==> config.mk <==
export PLATFORM = sky130hd
export DESIGN_NAME = fetch_ctrl_flat
export DESIGN_NICKNAME = d
export VERILOG_FILES = /design/src/rtl/fetch_ctrl_if.sv /design/src/rtl/fetch_ctrl.sv /design/src/flat_wrapper.sv
export SDC_FILE = /design/constraint.sdc
export NUM_CORES = 1
export LEC_CHECK = 0
export BUFFER_PORTS_ARGS = -buffer_cell sky130_fd_sc_hd__buf_4
export CAP_MARGIN = 5
export CORE_UTILIZATION = 40
export DETAILED_ROUTE_END_ITERATION = 7
export GPL_ROUTABILITY_DRIVEN = 1
export PLACE_DENSITY = 0.62
export SYNTH_ARGS = -nofsm -noshare
export SYNTH_HDL_FRONTEND = slang
export SYNTH_SLANG_ARGS = --single-unit
==> constraint.sdc <==
create_clock -name clk -period 6.1 [get_ports clk]
set_input_delay 1.22 -clock clk [delete_from_list [all_inputs] [get_ports clk]]
set_output_delay 1.22 -clock clk [all_outputs]
set_load 0.05 [all_outputs]
==> src/rtl/fetch_ctrl_if.sv <==
// Fetch sequencer bus bundle.
// Handshake: the sequencer raises ir_valid while ir holds an instruction and
// waits for exec_done. A clock edge with ir_valid=1 and exec_done=1 completes
// the instruction. pc_en is a one-cycle strobe and pc_in is valid while it is
// high. exec_done is ignored while ir_valid=0.
interface fetch_ctrl_if;
  logic [15:0] pc_count;
  logic [15:0] mem_rdata;
  logic [4:0]  flags;
  logic [15:0] rtarget_data;
  logic        exec_done;
  logic        hold;
  logic [15:0] mem_addr;
  logic [15:0] ir;
  logic        ir_valid;
  logic        pc_en;
  logic [15:0] pc_in;
  logic        branch_taken;

  // Sequencer side
  modport master (
    input  pc_count, mem_rdata, flags, rtarget_data, exec_done, hold,
    output mem_addr, ir, ir_valid, pc_en, pc_in, branch_taken
  );

  // PC register / memory / datapath side
  modport slave (
    output pc_count, mem_rdata, flags, rtarget_data, exec_done, hold,
    input  mem_addr, ir, ir_valid, pc_en, pc_in, branch_taken
  );
endinterface

==> src/rtl/fetch_ctrl.sv <==
// Fetch sequencer: fetches the instruction at pc_count, holds it in ir for
// the datapath, then returns the sequential, branch or jump next PC to the
// PC register with a one-cycle pc_en strobe.
module fetch_ctrl #(
  parameter int          MEM_LAT  = 1,        // memory read latency, 1..3
  parameter logic [15:0] IR_RESET = 16'h0000
) (
  input  logic         clk,
  input  logic         rst,
  fetch_ctrl_if.master bus,
  output logic [1:0]   state_o              // debug view of the FSM state
);

  typedef enum logic [1:0] {
    S_FETCH = 2'd0,
    S_LOAD  = 2'd1,
    S_EXEC  = 2'd2,
    S_NEXT  = 2'd3
  } state_t;

  // Counter preload so S_LOAD lasts exactly MEM_LAT cycles.
  localparam logic [1:0] WAIT_INIT = 2'(MEM_LAT - 1);

  state_t      state_q;
  logic [1:0]  wait_q;
  logic [15:0] ir_q;
  logic        ir_valid_q;
  logic        pc_en_q;
  logic [15:0] pc_in_q;
  logic        taken_q;

  logic        is_bcond;
  logic        is_jcond;
  logic        cond_hit;
  logic        redirect_d;
  logic [15:0] next_pc_d;
  logic        flag_n, flag_z, flag_f, flag_l, flag_c;

  assign {flag_n, flag_z, flag_f, flag_l, flag_c} = bus.flags;

  // Decode the held instruction and select the next PC.
  always_comb begin
    is_bcond = (ir_q[15:12] == 4'b1100);
    is_jcond = (ir_q[15:12] == 4'b0100) && (ir_q[7:4] == 4'b1100);
    cond_hit = 1'b0;
    case (ir_q[11:8])
      4'b0000: cond_hit = flag_z;
      4'b0001: cond_hit = !flag_z;
      4'b0010: cond_hit = flag_c;
      4'b0011: cond_hit = !flag_c;
      4'b0100: cond_hit = flag_l;
      4'b0101: cond_hit = !flag_l;
      4'b0110: cond_hit = flag_n;
      4'b0111: cond_hit = !flag_n;
      4'b1000: cond_hit = flag_f;
      4'b1001: cond_hit = !flag_f;
      4'b1010: cond_hit = !flag_l && !flag_z;
      4'b1011: cond_hit = flag_l || flag_z;
      4'b1100: cond_hit = !flag_n && !flag_z;
      4'b1101: cond_hit = flag_n || flag_z;
      4'b1110: cond_hit = 1'b1;
      default: cond_hit = 1'b0;
    endcase
    redirect_d = (is_bcond || is_jcond) && cond_hit;
    next_pc_d  = bus.pc_count + 16'd1;
    if (redirect_d && is_bcond) begin
      next_pc_d = bus.pc_count + {{8{ir_q[7]}}, ir_q[7:0]};
    end else if (redirect_d && is_jcond) begin
      next_pc_d = bus.rtarget_data;
    end
  end

  // Fetch/load/execute/next sequencer with registered outputs.
  always_ff @(posedge clk or posedge rst) begin
    if (rst) begin
      state_q    <= S_FETCH;
      wait_q     <= 2'd0;
      ir_q       <= IR_RESET;
      ir_valid_q <= 1'b0;
      pc_en_q    <= 1'b0;
      pc_in_q    <= 16'h0000;
      taken_q    <= 1'b0;
    end else begin
      pc_en_q <= 1'b0;
      case (state_q)
        S_FETCH: begin
          if (!bus.hold) begin
            wait_q  <= WAIT_INIT;
            state_q <= S_LOAD;
          end
        end
        S_LOAD: begin
          if (wait_q != 2'd0) begin
            wait_q <= wait_q - 2'd1;
          end else begin
            ir_q       <= bus.mem_rdata;
            ir_valid_q <= 1'b1;
            state_q    <= S_EXEC;
          end
        end
        S_EXEC: begin
          if (bus.exec_done) begin
            pc_in_q    <= next_pc_d;
            taken_q    <= redirect_d;
            ir_valid_q <= 1'b0;
            pc_en_q    <= 1'b1;
            state_q    <= S_NEXT;
          end
        end
        S_NEXT: begin
          state_q <= S_FETCH;
        end
        default: begin
          state_q <= S_FETCH;
        end
      endcase
    end
  end

  assign bus.mem_addr     = bus.pc_count;
  assign bus.ir           = ir_q;
  assign bus.ir_valid     = ir_valid_q;
  assign bus.pc_en        = pc_en_q;
  assign bus.pc_in        = pc_in_q;
  assign bus.branch_taken = taken_q;
  assign state_o          = state_q;

endmodule

==> src/flat_wrapper.sv <==
// flat-port wrapper written by rule: the top's interface ports become plain ports
module fetch_ctrl_flat 
#(
  parameter int          MEM_LAT  = 1,                                    
  parameter logic [15:0] IR_RESET = 16'h0000
)
  (clk, rst, state_o, bus_pc_count, bus_mem_rdata, bus_flags, bus_rtarget_data, bus_exec_done, bus_hold, bus_mem_addr, bus_ir, bus_ir_valid, bus_pc_en, bus_pc_in, bus_branch_taken);
  fetch_ctrl_if bus_i ();
  input  logic clk;
  input  logic rst;
  output logic [1:0] state_o;
  input wire logic [$bits(bus_i.pc_count)-1:0] bus_pc_count;
  input wire logic [$bits(bus_i.mem_rdata)-1:0] bus_mem_rdata;
  input wire logic [$bits(bus_i.flags)-1:0] bus_flags;
  input wire logic [$bits(bus_i.rtarget_data)-1:0] bus_rtarget_data;
  input wire logic [$bits(bus_i.exec_done)-1:0] bus_exec_done;
  input wire logic [$bits(bus_i.hold)-1:0] bus_hold;
  output wire logic [$bits(bus_i.mem_addr)-1:0] bus_mem_addr;
  output wire logic [$bits(bus_i.ir)-1:0] bus_ir;
  output wire logic [$bits(bus_i.ir_valid)-1:0] bus_ir_valid;
  output wire logic [$bits(bus_i.pc_en)-1:0] bus_pc_en;
  output wire logic [$bits(bus_i.pc_in)-1:0] bus_pc_in;
  output wire logic [$bits(bus_i.branch_taken)-1:0] bus_branch_taken;
  assign bus_i.pc_count = bus_pc_count;
  assign bus_i.mem_rdata = bus_mem_rdata;
  assign bus_i.flags = bus_flags;
  assign bus_i.rtarget_data = bus_rtarget_data;
  assign bus_i.exec_done = bus_exec_done;
  assign bus_i.hold = bus_hold;
  assign bus_mem_addr = bus_i.mem_addr;
  assign bus_ir = bus_i.ir;
  assign bus_ir_valid = bus_i.ir_valid;
  assign bus_pc_en = bus_i.pc_en;
  assign bus_pc_in = bus_i.pc_in;
  assign bus_branch_taken = bus_i.branch_taken;
  fetch_ctrl #(.MEM_LAT(MEM_LAT), .IR_RESET(IR_RESET)) u_core (.clk(clk), .rst(rst), .bus(bus_i), .state_o(state_o));
endmodule
## Word-level counts from Yosys, hierarchy flattened

Index checks and enable logic that the tools add are counted.

| cells by class | value |
|---|---|
| reduce and logical (&&, ||, !) cells | 24 |
| eq/ne operators | 24 |
| multiplexer cells | 15 |
| bitwise logic cells | 1 |
| $add $sub $neg | 3 |

Operators by type and width:

| operator | count |
|---|---|
| equality test 4 bit (second input constant) | 9 |
| 2-to-1 mux 16 bit | 2 |
| equality test 4 x 3 -> 1 bit (second input constant) | 5 |
| adder 16 x 1 -> 16 bit (second input constant) | 1 |
| adder 16 bit | 1 |
| case mux 1 bit (15 select lines) | 1 |
| 2-to-1 mux 2 bit | 5 |
| AND reduction 3 bit | 3 |
| equality test 4 x 2 -> 1 bit (second input constant) | 2 |
| case mux 2 bit (4 select lines) | 1 |
| logical AND 1 bit | 6 |
| inequality test 2 bit (second input constant) | 3 |
| nonzero test 2 bit | 3 |
| zero test 1 bit | 5 |
| equality test 2 bit (second input constant) | 2 |
| equality test 4 x 1 -> 1 bit (second input constant) | 1 |
| zero test 4 bit | 1 |
| 2-to-1 mux 1 bit | 4 |
| case mux 2 bit (2 select lines) | 1 |
| AND reduction 2 bit | 2 |
| logical OR 1 bit | 3 |
| equality test 2 x 1 -> 1 bit (second input constant) | 1 |
| zero test 2 bit | 1 |
| inequality test 2 x 1 -> 1 bit (second input constant) | 1 |
| other kinds (3) | 3 |

| word-level totals | value |
|---|---|
| output and inout bits | 53 |
| register bits | 39 |
| input port bits | 57 |
| word-level logic and storage cells | 74 |

## Depth between registers and ports, before layout

Gate-level depths: netlist (run 1).

| depth | value |
|---|---|
| word-level depth | 7 |
| depth in mapped cells | 9 |
| mapped depth without buffers | 9 |

## Least setup slack after synthesis (run 1)

Ideal clock, no wire load.

| path | value |
|---|---|
| kind | in2reg |
| start | input port bus_flags[0] |
| end | register u_core.pc_in_q[12], in the netlist u_core.bus.pc_in[12] |
| path buffers | 0 |
| stages | 6 |
| setup time | 0.124 ns |
| arrival | 2.965 ns |
| path slack | 3.011 ns |
| data required time | 5.976 ns |
| cell sequence | mux2_2 > mux2_2 > mux4_2 > a211oi_4 > a2111oi_0 > a211o_1 |

| between the ends | value |
|---|---|
| longest elaborated chain between the ends | 6 |
| elaborated cells between the ends (all ways) | 7 |
| those cells by class | 3 x mux; 4 x reduce/logical |

Ends and longest elaborated chain:

| item | RTL line | RTL |
|---|---|---|
| from (decl) | flat_wrapper.sv:14 | `input wire logic [$bits(bus_i.flags)-1:0] bus_flags;` |
| zero test 1 bit | fetch_ctrl.sv:50 | `4'b0011: cond_hit = !flag_c;` |
| case mux 1 bit (15 select lines) * | fetch_ctrl.sv:46 | `case (ir_q[11:8])` |
| logical AND 1 bit * | fetch_ctrl.sv:64 | `redirect_d = (is_bcond \|\| is_jcond) && cond_hit;` |
| logical AND 1 bit | fetch_ctrl.sv:68 | `end else if (redirect_d && is_jcond) begin` |
| 2-to-1 mux 16 bit | fetch_ctrl.sv:68 |  |
| 2-to-1 mux 16 bit * | fetch_ctrl.sv:66 | `if (redirect_d && is_bcond) begin` |
| to (signal assigned) | fetch_ctrl.sv:103 | `pc_in_q <= next_pc_d;` |
| to (decl) | fetch_ctrl.sv:29 | `logic [15:0] pc_in_q;` |

Every way passes the cells marked *; elsewhere a longest branch is shown, timed or not.
A chain may end at the register's enable or synchronous reset.

## Worst setup path after layout (run 1)

| path | value |
|---|---|
| start | input port bus_flags[3] |
| end | register u_core.pc_in_q[5], in the netlist u_core.bus.pc_in[5] |

| between the ends | value |
|---|---|
| longest elaborated chain between the ends | 7 |
| elaborated cells between the ends (all ways) | 11 |
| those cells by class | 3 x mux; 8 x reduce/logical |

Ends and longest elaborated chain:

| item | RTL line |
|---|---|
| zero test 1 bit | fetch_ctrl.sv:48, fetch_ctrl.sv:57, fetch_ctrl.sv:59 |
| logical AND 1 bit (on tied branches) | fetch_ctrl.sv:59, fetch_ctrl.sv:57 |
| case mux 1 bit (15 select lines) * | fetch_ctrl.sv:46 |
| logical AND 1 bit * | fetch_ctrl.sv:64 |
| logical AND 1 bit | fetch_ctrl.sv:68 |
| 2-to-1 mux 16 bit | fetch_ctrl.sv:68 |
| 2-to-1 mux 16 bit * | fetch_ctrl.sv:66 |

Marked as above.

==> impl_results.md, run 1 <==
- Top-area cell type share of the netlist area: 0.295
- Syn avg cell area: 9.21 sq um
- Drt wl/cell: around 17 microns
- Status: complete, no violations
- Warnings from Yosys: 0
- Die ar.: between 8000 and 9000 sq um
- Synth Instances: 359
- Final WL: between 9000 and 10000 microns
- Critical Path Source: bus_flags[3]
- Die width: 92.9 microns
- Leakage power: approximately 1.9 nW
- GRT Total Usage: 0.212
- CP max-delay cell: o221ai_1
- H-tree levels: 2
- Max-cap check violation count: 0
- Post-DRT Antenna Nets: 0
- Final design utilization: 0.534
- Initial antenna violation count: 0
- # nets final: 524
- Vias: 3059
- Clock Tree Root: clkbuf_8
- Final worst-path cycle share: 0.562
- Crit-path cells: buf_4, o21bai_1, xor2_1, mux4_2, o221ai_1, a221oi_1, o2bb2ai_1
- Largest net degree at the start of global routing: 40
- Post-Syn Area: 3310 sq um
- Die Height: 92.9 microns
- Worst slew pin tran: about 1.2 ns
- Worst r2r dst: u_core.bus.pc_in[12]
- Longest Clk Path Bufs: 2
- Critical Path Sink: u_core.bus.pc_in[5]
- Seq pwr share: 0.217
- Final hold violation count: 0
- Hold Buf Count CTS: 0
- Tmin final: ~3.4 ns
- Synthesized flop and latch total: 39
- Slew Limit Fails: 0
- Final Setup Violations: 0
- Sequential element share of the synthesized area: 0.295
- Hold WC Path Type: reg -> reg
- PortBufs: roughly 110
- Max Clk Rate: ~0.29 GHz
- IO Count: 110
- Data arrival time of the worst path: around 3.6 ns
- Row cnt: 32
- Post-synth top flop: dfrtp_1
- Drt drc: 0
- Grt ovf: 0
- Worst path required time: approximately 6.3 ns
- Clock power share: 0.094
- # resized after CTS: 0
- Switching Share: 0.535
- Cell Int Power: 0.00110 W
- CP Max Fanout: 12
- Combinational power share: 0.689
- DR iter-0 viols: 136
- Clock Latency Late Sink: 0.30 ns
- Initial Utilization: 0.422
- Number of distinct library cells after synthesis: 60
- CP top delay family: compound AO/OA/AOI/OAI gates
- 1st-pass router iterations: 4
- Power per cell area: 565 nW/um^2
- First-pass GRT wire length: 14300 microns
- Yosys top cell by area: dfrtp_1
- Vias per cell: between 5 and 6
- Core ar.: around 8000 sq um
- Slew HR: 0.209
- CTS sink count: 39
- Vias in the first global route: about 2900
- Final Non-Filler Cells: about 550
- Synth area leaders: dfrtp_1, ha_1, mux2_2
- GPL Wtd Cong: a little under 0.9
- Worst-path clk slew: approximately 0.08 ns
- Worst setup path class: in -> reg
- Post-DP HPWL: a little over 7000 microns
- Fin Hold WS: 0.492 ns
- R2r startpoint: u_core.bus.ir[9]
- Setup TNS: 0 ns
- Design Area, Final: approximately 4200 sq um
- Critical Path End Type: register
- Share of layout cells above drive strength 1: 0.331
- Worst Skew: about 0.014 ns
- Worst R2R Setup Slack: just over 3 ns
- Number of diodes: 0
- Worst Reg-to-Reg Cells: 6
- P&R area growth vs syn: 26.7%
- CTS buffer count: 5
- Syn Nets: between 400 and 500
- Placed cell count: 541
- Worst path bufs/invs: 1
- WP depth: 7
- CTS tree: built
- # Post-CTS Setup Buffers: 0
- Synth async-reset ratio: 1.00
- Maximum vdd drop: 0.261 mV
- Placement Cell Area: 4080 sq um
- Switching power: 0.00127 W
- Post-synth EDFFs: 0
- Startpoint types: input pin
- RSZ-0062 raised after global routing: no
- Largest stage delay, worst path: slightly above 0.9 ns
==> metrics by stage <==
stage	power (W)	setup slack, ns
global placement	0.00213	2.49
CTS	0.00238	2.74
finish	0.00237	2.67
global route	0.00252	2.59
floorplan	0.00171	3.01
detailed placement	0.00215	2.45
==> cells in the mapped netlist, types with 8 or more instances <==
library cell	instances
dfrtp_1	39
clkbuf_1	10
a21oi_1	20
xnor2_1	18
buf_4	16
inv_1	15
mux2_2	21
nand3_1	9
o21ai_0	13
nor3_1	10
nor2_1	18
nand2_1	24
ha_1	20
xor2_1	8
==> routing by layer <==
layer / GRT usage / part of all wire / up-vias
met4: 0.0513 / 0.012 / 0
met3: 0.0238 / 0.052 / 10
met5: 0 / 0 / -
met2: 0.339 / 0.46 / 101
li1: - / - / 1518
met1: 0.303 / 0.48 / 1430
==> area by class of cell <==
| class | instances | area (sq um) |
|---|---|---|
| tap | 102 | 128 |
| clock buffer | 5 | 68.8 |
| inverter | 15 | 56.3 |
| multi-input combinational | 275 | 2090 |
| sequential | 39 | 976 |
| clock inverter | 3 | 43.8 |
| timing repair buffer | 110 | 826 |
| fill | 771 | 3660 |
==> worst min path at each step <==
| stage | start | to | slack (ns) | cells after the start |
|---|---|---|---|---|
| 2_1_floorplan | u_core.wait_q[1] | u_core.wait_q[1] | 0.50 | 1 |
| 3_3_place_gp | u_core.bus.branch_taken | u_core.bus.branch_taken | 0.48 | 2 |
| 3_5_place_dp | u_core.bus.branch_taken | u_core.bus.branch_taken | 0.48 | 2 |
| 4_1_cts | u_core.bus.branch_taken | u_core.bus.branch_taken | 0.50 | 2 |
| 5_1_grt | u_core.bus.pc_in[8] | u_core.bus.pc_in[8] | 0.54 | 2 |
| 6_report | u_core.bus.branch_taken | u_core.bus.branch_taken | 0.49 | 2 |
==> registers in the layout, summed over array words and instances (netlist names) <==
name and cells:
u_core.bus.branch_taken 1, u_core.bus.ir_valid 1, u_core.state_o 2, u_core.bus.pc_en 1
u_core.bus.ir 16, u_core.wait_q 2, u_core.bus.pc_in 16
==> power groups by stage <==
stage / Sequential (W) / Combinational (W) / Clock [W]
2_1_floorplan: 0.000895 / 0.000813 / 0
3_3_place_gp: 0.000514 / 0.00162 / 0
3_5_place_dp: 0.000518 / 0.00163 / 0
4_1_cts: 0.000514 / 0.00163 / 0.000228
5_1_grt: 0.000534 / 0.00175 / 0.000240
6_report: 0.000513 / 0.00163 / 0.000223
==> cells in the final DEF (no fill, tap or decap), types with 7 or more instances in the layout <==
cell type	count
a21o_1	7
nand3_1	9
dfrtp_1	39
nand2_1	24
xor2_1	8
buf_4	110
o21ai_0	13
xnor2_1	18
ha_1	20
nor3_1	10
a21oi_1	20
mux2_2	21
nor2_1	18
o211ai_1	7
inv_1	15
==> logic make-up after synthesis <==
family / after synthesis / share of synthesized area
fa+ha+maj: 21 / 0.0817
mux: 26 / 0.0942
simple gates: 90 / 0.133
xor+xnor: 26 / 0.0688
flops: 39 / 0.295
buf+inv: 45 / 0.0726
compound gates: 112 / 0.255
==> worst min-delay path: cells and delay by family (launching register included) <==
family             cells  cell delay, ns
AOI/OAI and AO/OA      1            0.06
DFF                    1            0.35
and+or+nand+nor        1            0.05
(Power assumes the default switching activity.)
==> run 2, diff against run 1 <==
Clock period 6.1 ns to 3.6 ns, I/O delays scaled along.
==> run 2 against run 1 <==
Compared with the run above:
- worst hold slack improved by 0.017 ns
- final area is 0.54% higher
- sequential share of layout area decreased by 0.12 points
- clock-buffer cell count unchanged
- clock power increased by 70%
- die area stayed put
- power rose by 70%
- critical path type is now reg -> reg
- largest cell class unchanged
==> impl_results.md, run 2 (synthesis results as in run 1) <==
- Status: complete, no violations
- Tmin final: about 2.8 ns
- Hold Buf Count CTS: 0 (unchanged)
- Longest Clk Path Bufs: 2 (unchanged)
- Placement Cell Area: 4100 sq um (+0.55%)
- Share of layout cells above drive strength 1: 0.336 (+0.00446)
- Initial Utilization: 0.422 (unchanged)
- Final WL: 9260 microns (+1.7%)
- Die width: 92.9 microns (unchanged)
- Final worst-path cycle share: 0.789
- Filler cells: 766 (-0.65%)
- Row cnt: 32 (unchanged)
- Die ar.: 8640 sq um (unchanged)
- Worst setup path class: reg -> reg
- Post-DRT Antenna Nets: 0 (unchanged)
- DP Worst Slack: 0.616 ns (-1.84 ns)
- CTS buffer count: 5 (unchanged)
- CTS tree: built
- Final setup margin: 0.758 ns (-1.91 ns)
- # resized after CTS: 0 (unchanged)
- Worst slew pin tran: 0.881 ns (-0.305 ns)
- Design Area, Final: 4210 sq um (+0.54%)
- 1st-pass router iterations: 5 (+1)
- # Post-CTS Setup Buffers: 0 (unchanged)
- Clock Latency Late Sink: 0.31 ns (about the same)
- Initial antenna violation count: 0 (unchanged)
- H-tree levels: 2 (unchanged)
- IO Count: 110 (unchanged)
- Commonest cells after routing, fill and taps aside: buf_4, dfrtp_1, nand2_1
- Worst-path clk slew: 0.09 ns (about the same)
- Worst R2R Setup Slack: 0.76 ns (-2.33 ns)
- Slew HR: 0.412 (+0.202)
- Grt ovf: 0 (unchanged)
- Worst path required time: 3.79 ns (-2.53 ns)
- Die Height: 92.9 microns (unchanged)
- Power per cell area: 958 nW/um^2 (+69%)
- Data arrival time of the worst path: 3.03 ns (-0.61 ns)
- Max-cap check violation count: 0 (unchanged)
- Setup TNS: 0 ns (unchanged)
- # nets final: 527 (+0.57%)
- Drt drc: 0 (unchanged)
- Final hold violation count: 0 (unchanged)
- First-pass GRT wire length: 14700 microns (+3.1%)
- Worst Skew: 0.0133 ns (-0.000706 ns)
- Leakage power: 1.93 nW (+0.73%)
- R2r startpoint: u_core.bus.ir[9]
- Startpoint types: register
- Critical Path Sink: u_core.bus.pc_in[12]
- Critical Path End Type: register
- DR iter-0 viols: 145 (+6.6%)
- Worst r2r dst: u_core.bus.pc_in[12]
- P&R area growth vs syn: 27.3%
- Vias in the first global route: 2919 (+1.3%)
- Final Non-Filler Cells: 552 (+0.55%)
- Vias per cell: 5.70 (+2.3%)
- Drt wl/cell: 16.8 microns (+1.1%)
- Final Setup Violations: 0 (unchanged)
- Commonest non-fill, non-tap cell in the layout: buf_4
- Max Clk Rate: approximately 0.35 GHz
- Placed cell count: 544 (+0.55%)
- RSZ-0062 raised after global routing: no
- Maximum vdd drop: 0.378 mV (+45%)
- Largest net degree at the start of global routing: 26 (-35%)
- Vias: 3147 (+2.9%)
- Clock Tree Root: clkbuf_8
- Slew Limit Fails: 0 (unchanged)
- GPL Wtd Cong: 0.915 (+5.5%)
- Critical Path Source: u_core.bus.ir[9]
- Fin Hold WS: 0.509 ns (+0.0168 ns)
- CTS sink count: 39 (unchanged)
- PortBufs: 109 (unchanged)
- CP Max Fanout: 13 (+1)
- Worst Hold Depth: 2 (unchanged)
- Worst Reg-to-Reg Cells: 6 (unchanged)
- Post-DP HPWL: 7370 microns (+2.7%)
- Core ar.: 7850 sq um (unchanged)
- GRT Total Usage: 0.220 (+0.00810)
- Hold WC Path Type: reg -> reg
- Number of diodes: 0 (unchanged)
## run 2: cell types whose count changed in the layout (fill, tap and decap cells not counted), sizes merged
| cell | change |
|---|---|
| buf | +3 |
## run 2: worst min-delay path by stage
stage / end / slack [ns] / startpoint
CTS: u_core.bus.pc_in[1] / 0.51 / u_core.bus.pc_in[1]
global placement: u_core.bus.branch_taken / 0.47 / u_core.bus.branch_taken
detailed placement: u_core.bus.pc_in[1] / 0.49 / u_core.bus.pc_in[1]
global route: u_core.bus.pc_in[1] / 0.53 / u_core.bus.pc_in[1]
finish: u_core.bus.pc_in[1] / 0.51 / u_core.bus.pc_in[1]
floorplan: u_core.wait_q[1] / 0.50 / u_core.wait_q[1]
## run 2: per-stage QoR
stage                util  total power, W
finish              0.537         0.00403
global route        0.537         0.00430
global placement    0.522         0.00362
detailed placement  0.522         0.00365
CTS                 0.537         0.00404
floorplan               -         0.00290
## run 2: power breakdown
group / leakage (nW) / switching, W / internal, W
sequential: 0.466 / 0.000229 / 0.000644
combinational: 1.40 / 0.00176 / 0.00102
clock: 0.0581 / 0.000173 / 0.000207
total: 1.93 / 0.00216 / 0.00188
## run 2: metal layers
layer  vias up  global-route usage  routed length, microns
li1       1527                   -                       -
met1      1492               0.310                    4250
met2       119               0.354                    4350
met3         9              0.0394                     575
met4         0              0.0385                      85
met5         -                   0                       0
## run 2: final cells by class
cell class	count	area, sq um	share of cell area
flip-flops and latches	39	976	0.232
multi-input cells	275	2090	0.497
clock buffers	5	68.8	0.0163
clock inverters	3	43.8	0.0104
well taps	102	128	0.0303
repair buffers	113	848	0.201
inverters	15	56.3	0.0134
## run 2: worst max-delay path, stage by stage (launching register included)
cell and delay (ns):
dfrtp_1 0.56, mux2_2 0.40, mux2_2 0.26, mux4_2 0.53, a211oi_4 0.50, a2111oi_0 0.16, a211o_1 0.31
